<file path="src/rtl/dma_transpose_pkg.sv">
// Shared constants for the DMA transpose engine: register map, CTRL/STAT bit positions,
// FSM state encoding and a byte-lane merge helper.
package dma_transpose_pkg;

    localparam logic [2:0] REG_CTRL = 3'd0;
    localparam logic [2:0] REG_STAT = 3'd1;
    localparam logic [2:0] REG_SRC  = 3'd2;
    localparam logic [2:0] REG_DST  = 3'd3;
    localparam logic [2:0] REG_DIM  = 3'd4;

    localparam int CTRL_START = 0;
    localparam int CTRL_IE    = 1;
    localparam int CTRL_PRIO  = 2;

    localparam int STAT_BUSY  = 0;
    localparam int STAT_DONE  = 1;
    localparam int STAT_ERR   = 2;

    typedef enum logic [1:0] {
        ST_IDLE = 2'd0,
        ST_RD   = 2'd1,
        ST_CAP  = 2'd2,
        ST_WR   = 2'd3
    } state_t;

    function automatic logic [15:0] byte_merge(input logic [15:0] cur,
                                               input logic [15:0] din,
                                               input logic [1:0]  we);
        byte_merge = {(we[1] ? din[15:8] : cur[15:8]), (we[0] ? din[7:0] : cur[7:0])};
    endfunction

endpackage

</file>
<file path="src/rtl/dma_transpose_regs.sv">
// Register window of the DMA transpose engine: decode, byte-enabled writes, W1C status
// and the OR-bus read mux. IE/irq exist only when DMA_TRANSPOSE_IRQ_EN is defined.
module dma_transpose_regs
    import dma_transpose_pkg::*;
#(
    parameter logic [14:0] BASE_ADDR = 15'h0190
) (
    input  logic        mclk,
    input  logic        reset_n,
    input  logic [13:0] per_addr,
    input  logic [15:0] per_din,
    input  logic        per_en,
    input  logic [1:0]  per_we,
    output logic [15:0] per_dout,
    input  logic        busy,
    input  logic        set_done,
    input  logic        set_err,
    output logic        start,
    output logic [14:0] src_word,
    output logic [14:0] dst_word,
    output logic [7:0]  dim_n,
    output logic [7:0]  dim_m,
    output logic        prio,
    output logic        irq
);

    logic        sel_s, wr_s, rd_s;
    logic [2:0]  off_s;
    logic        ctrl_w_s, stat_w_s, src_w_s, dst_w_s, dim_w_s;
    logic        ie_r, ie_nxt, prio_r, prio_nxt;
    logic        done_r, done_nxt, err_r, err_nxt, irq_r, irq_nxt;
    logic [15:0] src_r, src_nxt, dst_r, dst_nxt, dim_r, dim_nxt;

    // The 16-byte window spans 8 words, so word address bits [13:3] select the block.
    assign sel_s    = per_en && (per_addr[13:3] == BASE_ADDR[14:4]);
    assign off_s    = per_addr[2:0];
    assign wr_s     = sel_s && (per_we != 2'b00);
    assign rd_s     = sel_s && (per_we == 2'b00);
    assign ctrl_w_s = wr_s && (off_s == REG_CTRL) && per_we[0];
    assign stat_w_s = wr_s && (off_s == REG_STAT) && per_we[0];
    assign src_w_s  = wr_s && (off_s == REG_SRC) && !busy;
    assign dst_w_s  = wr_s && (off_s == REG_DST) && !busy;
    assign dim_w_s  = wr_s && (off_s == REG_DIM) && !busy;
    assign start    = ctrl_w_s && per_din[CTRL_START] && !busy;

    // Next-state values for every register; a same-cycle set beats a W1C clear.
    always_comb begin
        prio_nxt = ctrl_w_s ? per_din[CTRL_PRIO] : prio_r;
        src_nxt  = src_w_s ? byte_merge(src_r, per_din, per_we) : src_r;
        dst_nxt  = dst_w_s ? byte_merge(dst_r, per_din, per_we) : dst_r;
        dim_nxt  = dim_w_s ? byte_merge(dim_r, per_din, per_we) : dim_r;
        done_nxt = set_done | (done_r & ~(stat_w_s & per_din[STAT_DONE]));
        err_nxt  = set_err  | (err_r  & ~(stat_w_s & per_din[STAT_ERR]));
`ifdef DMA_TRANSPOSE_IRQ_EN
        ie_nxt   = ctrl_w_s ? per_din[CTRL_IE] : ie_r;
        irq_nxt  = ie_nxt & (done_nxt | err_nxt);
`else
        ie_nxt   = 1'b0;
        irq_nxt  = 1'b0;
`endif
    end

    // Register state, including the registered interrupt level.
    always_ff @(posedge mclk or negedge reset_n) begin
        if (!reset_n) begin
            ie_r   <= 1'b0;
            prio_r <= 1'b0;
            src_r  <= 16'h0000;
            dst_r  <= 16'h0000;
            dim_r  <= 16'h0000;
            done_r <= 1'b0;
            err_r  <= 1'b0;
            irq_r  <= 1'b0;
        end else begin
            ie_r   <= ie_nxt;
            prio_r <= prio_nxt;
            src_r  <= src_nxt;
            dst_r  <= dst_nxt;
            dim_r  <= dim_nxt;
            done_r <= done_nxt;
            err_r  <= err_nxt;
            irq_r  <= irq_nxt;
        end
    end

    // Read mux; drives 0 when not selected so the bus can be OR-combined.
    always_comb begin
        per_dout = 16'h0000;
        if (rd_s) begin
            case (off_s)
                REG_CTRL: per_dout = {13'h0000, prio_r, ie_r, 1'b0};
                REG_STAT: per_dout = {13'h0000, err_r, done_r, busy};
                REG_SRC:  per_dout = src_r;
                REG_DST:  per_dout = dst_r;
                REG_DIM:  per_dout = dim_r;
                default:  per_dout = 16'h0000;
            endcase
        end else begin
            per_dout = 16'h0000;
        end
    end

    assign src_word = src_r[15:1];
    assign dst_word = dst_r[15:1];
    assign dim_n    = dim_r[7:0];
    assign dim_m    = dim_r[15:8];
    assign prio     = prio_r;
    assign irq      = irq_r;

endmodule

</file>
<file path="src/rtl/dma_transpose.sv">
// DMA matrix transpose engine: reads an N x M row-major matrix at SRC and writes its
// transpose at DST. Optional interrupt support via `define DMA_TRANSPOSE_IRQ_EN.
module dma_transpose
    import dma_transpose_pkg::*;
#(
    parameter logic [14:0] BASE_ADDR = 15'h0190
) (
    input  logic        mclk,
    input  logic        reset_n,
    input  logic [13:0] per_addr,
    input  logic [15:0] per_din,
    input  logic        per_en,
    input  logic [1:0]  per_we,
    output logic [15:0] per_dout,
    output logic [14:0] dma_addr,
    output logic [15:0] dma_din,
    output logic        dma_en,
    output logic [1:0]  dma_we,
    output logic        dma_priority,
    input  logic [15:0] dma_dout,
    input  logic        dma_ready,
    input  logic        dma_resp,
    output logic        irq
);

    state_t      state_r, state_nxt;
    logic [14:0] rd_ptr_r, rd_ptr_nxt, wr_ptr_r, wr_ptr_nxt, row_base_r, row_base_nxt;
    logic [7:0]  row_r, row_nxt, col_r, col_nxt;
    logic        busy_s, start_s, set_done_s, set_err_s, row_last_s, col_last_s;
    logic [14:0] src_s, dst_s, n_ext_s;
    logic [7:0]  n_s, m_s;
    logic        dma_en_r, prio_s;
    logic [1:0]  dma_we_r;
    logic [14:0] dma_addr_r;
    logic [15:0] dma_din_r;

    dma_transpose_regs #(.BASE_ADDR(BASE_ADDR)) u_regs (
        .mclk     (mclk),
        .reset_n  (reset_n),
        .per_addr (per_addr),
        .per_din  (per_din),
        .per_en   (per_en),
        .per_we   (per_we),
        .per_dout (per_dout),
        .busy     (busy_s),
        .set_done (set_done_s),
        .set_err  (set_err_s),
        .start    (start_s),
        .src_word (src_s),
        .dst_word (dst_s),
        .dim_n    (n_s),
        .dim_m    (m_s),
        .prio     (prio_s),
        .irq      (irq)
    );

    assign busy_s     = (state_r != ST_IDLE);
    assign n_ext_s    = {7'd0, n_s};
    assign row_last_s = (row_r == (n_s - 8'd1));
    assign col_last_s = (col_r == (m_s - 8'd1));

    // Next state and address generation; the write pointer strides by N and rebases per row.
    always_comb begin
        state_nxt    = state_r;
        rd_ptr_nxt   = rd_ptr_r;
        wr_ptr_nxt   = wr_ptr_r;
        row_base_nxt = row_base_r;
        row_nxt      = row_r;
        col_nxt      = col_r;
        set_done_s   = 1'b0;
        set_err_s    = 1'b0;
        case (state_r)
            ST_IDLE: begin
                if (start_s) begin
                    if ((n_s == 8'd0) || (m_s == 8'd0)) begin
                        set_done_s = 1'b1;
                    end else begin
                        state_nxt    = ST_RD;
                        rd_ptr_nxt   = src_s;
                        wr_ptr_nxt   = dst_s;
                        row_base_nxt = dst_s;
                        row_nxt      = 8'd0;
                        col_nxt      = 8'd0;
                    end
                end else begin
                    state_nxt = ST_IDLE;
                end
            end
            ST_RD: begin
                if (dma_ready) begin
                    if (dma_resp) begin
                        state_nxt = ST_IDLE;
                        set_err_s = 1'b1;
                    end else begin
                        state_nxt  = ST_CAP;
                        rd_ptr_nxt = rd_ptr_r + 15'd1;
                    end
                end else begin
                    state_nxt = ST_RD;
                end
            end
            ST_CAP: state_nxt = ST_WR;
            ST_WR: begin
                if (dma_ready) begin
                    if (dma_resp) begin
                        state_nxt = ST_IDLE;
                        set_err_s = 1'b1;
                    end else if (row_last_s && col_last_s) begin
                        state_nxt  = ST_IDLE;
                        set_done_s = 1'b1;
                    end else if (col_last_s) begin
                        state_nxt    = ST_RD;
                        col_nxt      = 8'd0;
                        row_nxt      = row_r + 8'd1;
                        row_base_nxt = row_base_r + 15'd1;
                        wr_ptr_nxt   = row_base_r + 15'd1;
                    end else begin
                        state_nxt  = ST_RD;
                        col_nxt    = col_r + 8'd1;
                        wr_ptr_nxt = wr_ptr_r + n_ext_s;
                    end
                end else begin
                    state_nxt = ST_WR;
                end
            end
            default: state_nxt = ST_IDLE;
        endcase
    end

    // FSM, pointers and registered DMA request derived from the next state.
    always_ff @(posedge mclk or negedge reset_n) begin
        if (!reset_n) begin
            state_r    <= ST_IDLE;
            rd_ptr_r   <= 15'd0;
            wr_ptr_r   <= 15'd0;
            row_base_r <= 15'd0;
            row_r      <= 8'd0;
            col_r      <= 8'd0;
            dma_en_r   <= 1'b0;
            dma_we_r   <= 2'b00;
            dma_addr_r <= 15'd0;
            dma_din_r  <= 16'h0000;
        end else begin
            state_r    <= state_nxt;
            rd_ptr_r   <= rd_ptr_nxt;
            wr_ptr_r   <= wr_ptr_nxt;
            row_base_r <= row_base_nxt;
            row_r      <= row_nxt;
            col_r      <= col_nxt;
            dma_en_r   <= (state_nxt == ST_RD) || (state_nxt == ST_WR);
            dma_we_r   <= (state_nxt == ST_WR) ? 2'b11 : 2'b00;
            dma_addr_r <= (state_nxt == ST_RD) ? rd_ptr_nxt :
                          (state_nxt == ST_WR) ? wr_ptr_nxt : 15'd0;
            dma_din_r  <= (state_r == ST_CAP) ? dma_dout : dma_din_r;
        end
    end

    assign dma_en       = dma_en_r;
    assign dma_we       = dma_we_r;
    assign dma_addr     = dma_addr_r;
    assign dma_din      = dma_din_r;
    assign dma_priority = prio_s;

endmodule

</file>
<file path="config.mk">
export PLATFORM = sky130hd
export DESIGN_NAME = dma_transpose
export DESIGN_NICKNAME = d
export VERILOG_FILES = /design/src/rtl/dma_transpose_pkg.sv /design/src/rtl/dma_transpose_regs.sv /design/src/rtl/dma_transpose.sv
export SDC_FILE = /design/constraint.sdc
export NUM_CORES = 1
export LEC_CHECK = 0
export CAP_MARGIN = 15
export CELL_PAD_IN_SITES_DETAIL_PLACEMENT = 1
export CELL_PAD_IN_SITES_GLOBAL_PLACEMENT = 1
export CORE_MARGIN = 1.5
export CORE_UTILIZATION = 44
export DETAILED_ROUTE_END_ITERATION = 8
export PLACE_DENSITY_LB_ADDON = 0.1
export SLEW_MARGIN = 20
export SYNTH_ARGS = -nofsm -noshare
export SYNTH_HDL_FRONTEND = slang
export SYNTH_SLANG_ARGS = --single-unit
</file>
<file path="constraint.sdc">
create_clock -name mclk -period 4.1 [get_ports mclk]
set_clock_uncertainty 0.1 [all_clocks]
set_input_delay 0.82 -clock mclk [delete_from_list [all_inputs] [get_ports mclk]]
set_output_delay 0.82 -clock mclk [all_outputs]
set_load 0.005 [all_outputs]
</file>
==> results of run 1 <==
-- metrics by stage --
stage	worst slack, ns	hold WS, ns	instances	utilization [%]
after floorplan	0.967	0.348	932	-
after global placement	0.296	0.386	1298	52.9
after detailed placement	0.241	0.390	1298	52.9
after CTS	0.214	0.379	1330	55.8
after global routing	0.0705	0.398	1330	55.8
final	0.176	0.334	1330	55.8
-- placed cells by master, fill, tap and decap left out, types with 35 or more instances in the layout --
cell type / synthesis / final
buf_4: 4 / 48
nand3_1: 49 / 49
xnor2_1: 35 / 35
o21ai_0: 38 / 38
dfrtp_1: 147 / 147
mux2_2: 64 / 64
nor2_1: 80 / 79
nand2_1: 81 / 81
a21oi_1: 59 / 59
clkdlybuf4s50_1: 0 / 102
-- kinds of logic (layout without fill, tap and decap cells) --
| logic type | Yosys count | after routing | synth area share (%) |
|---|---|---|---|
| muxes | 89 | 89 | 11.0 |
| xor gates and xnor gates | 48 | 48 | 4.77 |
| other | 1 | 1 | 0.0425 |
| AOI/OAI and AO/OA | 224 | 224 | 17.6 |
| and+or+nand+nor | 325 | 325 | 18.1 |
| adders and majority gates | 21 | 21 | 3.07 |
| buffers and inverters | 77 | 210 | 3.66 |
| DFF | 147 | 147 | 41.7 |
-- state kept, by name, indices dropped and copies added, names as in the netlist --
| signal | flops |
|---|---|
| rd_ptr_r | 15 |
| dma_we | 1 |
| u_regs.err_r | 1 |
| row_r | 8 |
| u_regs.dim_r | 16 |
| u_regs.done_r | 1 |
| dma_din | 16 |
| u_regs.src_r | 16 |
| u_regs.dst_r | 16 |
| u_regs.prio | 1 |
| dma_addr | 15 |
| col_r | 8 |
| state_r | 2 |
| wr_ptr_r | 15 |
| row_base_r | 15 |
| dma_en | 1 |
-- final timing paths --
check	end	slack, ns	cells past startpoint
setup / recovery	per_dout[11]	0.18	7
max in group asynchronous	dma_addr[0]$_DFF_PN0_	2.67	2
hold / removal	col_r[3]$_DFFE_PN0P_	0.33	1
min in group mclk	dma_din[10]$_DFFE_PN0N_	0.41	1
hold reg to reg	dma_din[10]$_DFFE_PN0N_	0.41	1
setup reg to reg	row_r[5]$_DFFE_PN0P_	0.45	8
-- routing by layer --
metal / routed length, um / share of wire [%]
met1: 13800 / 44
met2: 14900 / 48
met3: 1380 / 4.4
met4: 1330 / 4.2
met5: 0 / 0
-- worst max-delay path, stage by stage --
cell and delay [ns]:
clkdlybuf4s50_1 0.58, nand2b_1 0.44, buf_4 0.29, nor2_1 0.18
a21oi_1 0.09, nor2_1 0.10, clkdlybuf4s50_1 0.50
-- power groups by stage --
stage                     Sequential, mW  Combinational (mW)  Clock, mW
after global routing                1.68               0.790       1.64
after global placement              1.68               0.706          0
after floorplan                     1.67               0.344          0
final                               1.66               0.736       1.57
after detailed placement            1.69               0.724          0
after CTS                           1.66               0.730       1.59
-- final cells by class --
type	count	share of cell area, %
timing repair buffer	151	12.8
clock inverter	14	1.29
inverter	27	0.930
sequential	147	33.7
clock buffer	18	4.03
multi-input combinational	708	44.2
tap	265	3.04
==> run summary, run 1 <==
internal power component: 2.78 mW
endpoint type of the worst setup path: primary output
Most Used Layer, Global Route: met2
RSZ-0062 raised after global routing: no
DR vias: 8195
GR Layer Usage met1: 41.4%
gr usage total: 30.8%
area growth from synthesis to layout: 23.7%
hpwl dp: 23900 um
final hold vios: 0
CTS tree: yes
Clk Latency, worst-skew pair: 0.44 ns
H-tree lvl count: 4
switching power: 1.19 mW
FP Rows: 51
GRT met3 Usage: 4.34%
total power: 3.97 mW
clock-pin slew on the worst setup and hold paths: 0.07 ns
library cells used by synthesis: 81
most common cell in the netlist: dfrtp_1
Synth Instances: 932
Post-synth top flop: dfrtp_1
Post-Synthesis Cell Area: 8820 um2
Starting DRT DRC Count: 544
status: completed
Synth top cells by count: dfrtp_1 (147), nand2_1 (81), nor2_1 (80)
Leak: 4.79 nW
HP Class: primary input to async pin
critical path fanouts, max: 10
Worst VDD drop: 0.271 mV
CTS root buffer: clkbuf_16
Routed WL per cell: 23.6 um
Clock Sinks: 147
number of global-route vias before repair: 8335
critical path launch point type: primary input
Post-DRT Antenna Nets: 0
Achievable Freq: 0.255 GHz
die area: 20900 um2
# fillers: 2239
CTS max path bufs: 2
post-synth top area share: 41.7%
Post-synth EDFFs: 0
setup TNS: 0 ns
register area share after synthesis: 41.7%
Post-Route WL: 31400 um
Buffers on Ports: 103
PostCTS Resize Cnt: 0
I/O pins: 105
Initial Util: 45.1%
number of diodes: 0
Avg Inst Size Synth: 9.46 um2
die span in x: 145 um
DR pass1 iterations: 5
Slew headroom: 24.3%
power density over cell area: 364 nW/um2
Final setup viols: 0
Max Cap Viol: 0
Slew @ Worst Pin: 1.13 ns
sequential cell area: 3680 um2
cell taking the most area after synthesis: dfrtp_1
Switching Share: 29.9%
multi-input logic area: 4820 um2
Die Y: 145 um
Synth area leaders: dfrtp_1 (42%), mux2_2 (8.2%), xnor2_1 (3.5%)
CTS buffer count: 17
CP Data Required Time: 3.18 ns
crit share post-route: 95.7%
Async S/R FF share, synth: 100%
final worst path period need: 3.92 ns
Reg-to-Reg Start: u_regs.dim_r[11]$_DFFE_PN0P_
worst setup path startpoint: per_addr[2]
Remaining Overflow, GRT: 0
routability congestion estimate: 0.944
Worst Path Arrival: 3.00 ns
post-placement cell area: 10300 um2
Final Instance Area: 10900 um2
power share of the combinational group: 18.5%
hold buffers post-CTS: 0
largest net degree at the start of global routing: 84
Sequential Power Share: 41.9%
initial antenna violation count: 0
DRC viols: 0
critical path class: primary input to primary output
Core Region: 19500 um2
Clk network pwr share: 39.6%
number of synthesized register bits: 147
syn_nets: 1006
yosys warns: 0
first-pass GRT wire length: 47700 um
Slew Viols, Final: 0
M2 GR Usage: 48.9%
layout cells sized above 1: 15.2%
Via density: 6.16
nets@finish: 1126
post-CTS setup repair buffer count: 0
Power figures use the tool's default switching activity.
==> run 2: changes to the inputs <==
--- a/config.mk
+++ b/config.mk
@@ -5,14 +5,13 @@
 export SDC_FILE = /design/constraint.sdc
 export NUM_CORES = 1
 export LEC_CHECK = 0
-export CAP_MARGIN = 15
+export CAP_MARGIN = 30
 export CELL_PAD_IN_SITES_DETAIL_PLACEMENT = 1
 export CELL_PAD_IN_SITES_GLOBAL_PLACEMENT = 1
 export CORE_MARGIN = 1.5
 export CORE_UTILIZATION = 44
 export DETAILED_ROUTE_END_ITERATION = 8
 export PLACE_DENSITY_LB_ADDON = 0.1
-export SLEW_MARGIN = 20
 export SYNTH_ARGS = -nofsm -noshare
 export SYNTH_HDL_FRONTEND = slang
 export SYNTH_SLANG_ARGS = --single-unit
==> run 2 against run 1 <==
Against the previous run:
- register-to-register slack better by 0.03 ns
- critical path type unchanged
- worst hold slack better by 0.018 ns
- first-iteration DRC count grew 21%
- final cell count about the same
==> run summary, run 2 (same netlist as run 1, synthesis figures left out) <==
status: completed
DR vias: 8167
CTS max path bufs: 2
final worst path period need: 3.88 ns
worst-path cell chain: clkdlybuf4s50_1 -> buf_4 -> nor2_1 -> and2_1 -> buf_4 -> a21oi_1 -> nor2_1 -> clkdlybuf4s50_1
I/O pins: 105
PostCTS Resize Cnt: 0
hpwl dp: 23800 um
CP max-delay cell: clkdlybuf4s50_1
Buf/Inv on CP: 4
number of global-route vias before repair: 8209
initial antenna violation count: 0
Clk Latency, worst-skew pair: 0.43 ns
HP Class: primary input to async pin
critical path's top delay family: buffers and inverters
die area: 20900 um2
Slew headroom: 38.3%
FP Rows: 51
routability congestion estimate: 0.944
Max Cap Viol: 0
Slew Viols, Final: 0
CTS tree: yes
placed cell count: 1299
Buffers on Ports: 103
layout cells sized above 1: 15.3%
RSZ-0062 raised after global routing: no
Crit path largest cell delay: 0.54 ns
final hold vios: 0
Final setup viols: 0
Worst Path Arrival: 2.96 ns
post-CTS setup repair buffer count: 0
Slew @ Worst Pin: 0.925 ns
H-tree lvl count: 4
gr usage total: 30.8%
critical path launch point type: primary input
clock-pin slew on the worst setup and hold paths: 0.07 ns
critical path class: primary input to primary output
Initial Util: 45.1%
first-pass GRT wire length: 47900 um
CTS buffer count: 17
setup TNS: 0 ns
Post-Route WL: 31600 um
sequential cell area: 3680 um2
Remaining Overflow, GRT: 0
Leak: 4.81 nW
Achievable Freq: 0.258 GHz
Worst VDD drop: 0.279 mV
# fillers: 2232
critical path fanouts, max: 14
Starting DRT DRC Count: 660
hold buffers post-CTS: 0
Core Region: 19500 um2
largest net degree at the start of global routing: 84
die span in x: 145 um
Routed WL per cell: 23.7 um
most common cell after layout, fill and taps aside: dfrtp_1
power density over cell area: 371 nW/um2
DR pass1 iterations: 4
DRC viols: 0
Via density: 6.14
Clock Sinks: 147
endpoint type of the worst setup path: primary output
crit share post-route: 94.7%
nets@finish: 1127
Die Y: 145 um
post-route insts no fill: 1331
area growth from synthesis to layout: 24.1%
CP Data Required Time: 3.18 ns
Post-DRT Antenna Nets: 0
number of diodes: 0
CTS root buffer: clkbuf_16
most frequent cells in the layout: dfrtp_1 (147), clkdlybuf4s50_1 (102), nand2_1 (81), nor2_1 (79), mux2_2 (64)
multi-input logic area: 4820 um2
==> run 2: stage by stage <==
stage | hold WS, ns | util [%] | worst slack, ns | power (mW) | area, um2
after floorplan | 0.348 | - | 0.967 | 2.01 | 8820
after global placement | 0.386 | 52.9 | 0.296 | 2.38 | 10300
after detailed placement | 0.390 | 52.9 | 0.250 | 2.41 | 10300
after CTS | 0.380 | 56.0 | 0.224 | 4.07 | 10900
after global routing | 0.404 | 56.0 | 0.0640 | 4.20 | 10900
final | 0.351 | 56.0 | 0.218 | 4.06 | 10900
==> run 2: metal layers <==
layer  global-route usage (%)  wire, um
met4                     12.3      1070
met1                     41.8     13800
met3                     4.44      1510
met5                        0         0
met2                     49.6     15200
==> run 2: power breakdown <==
group          internal [mW]  switching (mW)  total, mW
clock network          0.930           0.724       1.65
logic                  0.347           0.393      0.740
registers               1.57          0.0971       1.66
==> run 2: area by class of cell <==
| cell class | count | area share [%] |
|---|---|---|
| well taps | 265 | 3.03 |
| inverters | 27 | 0.926 |
| multi-input cells | 708 | 44.1 |
| clock inverters | 15 | 1.68 |
| flip-flops and latches | 147 | 33.6 |
| repair buffers | 152 | 12.8 |
| clock buffers | 17 | 3.89 |
==> run 2: final timing paths <==
path,from,endpoint,slack (ns),cells past startpoint
min in group mclk,dma_din[10]$_DFFE_PN0N_,dma_din[10]$_DFFE_PN0N_,0.41,1
worst max-delay path,per_addr[1],per_dout[15],0.22,8
max in group asynchronous,reset_n,wr_ptr_r[8]$_DFF_PN0_,2.67,2
worst min register to register,dma_din[10]$_DFFE_PN0N_,dma_din[10]$_DFFE_PN0N_,0.41,1
worst min-delay path,reset_n,col_r[4]$_DFFE_PN0P_,0.35,1
worst max register to register,u_regs.dim_r[8]$_DFFE_PN0P_,dma_addr[2]$_DFF_PN0_,0.48,8
==> run 2: worst register-to-register path, delay by kind of cell (launching register included) <==
kind / cells / cell delay [ns]
and+or+nand+nor: 4 / 1.54
AOI/OAI and AO/OA: 3 / 1.26
DFF: 1 / 0.47
xor gates and xnor gates: 1 / 0.09
==> run 3: changes to the inputs <==
--- a/config.mk
+++ b/config.mk
@@ -11,6 +11,7 @@
 export CORE_MARGIN = 1.5
 export CORE_UTILIZATION = 44
 export DETAILED_ROUTE_END_ITERATION = 8
+export GPL_ROUTABILITY_DRIVEN = 0
 export PLACE_DENSITY_LB_ADDON = 0.1
 export SYNTH_ARGS = -nofsm -noshare
 export SYNTH_HDL_FRONTEND = slang
==> results of run 3 <==
Same layout as run 2: the final DEF is identical, and so are final timing and power.
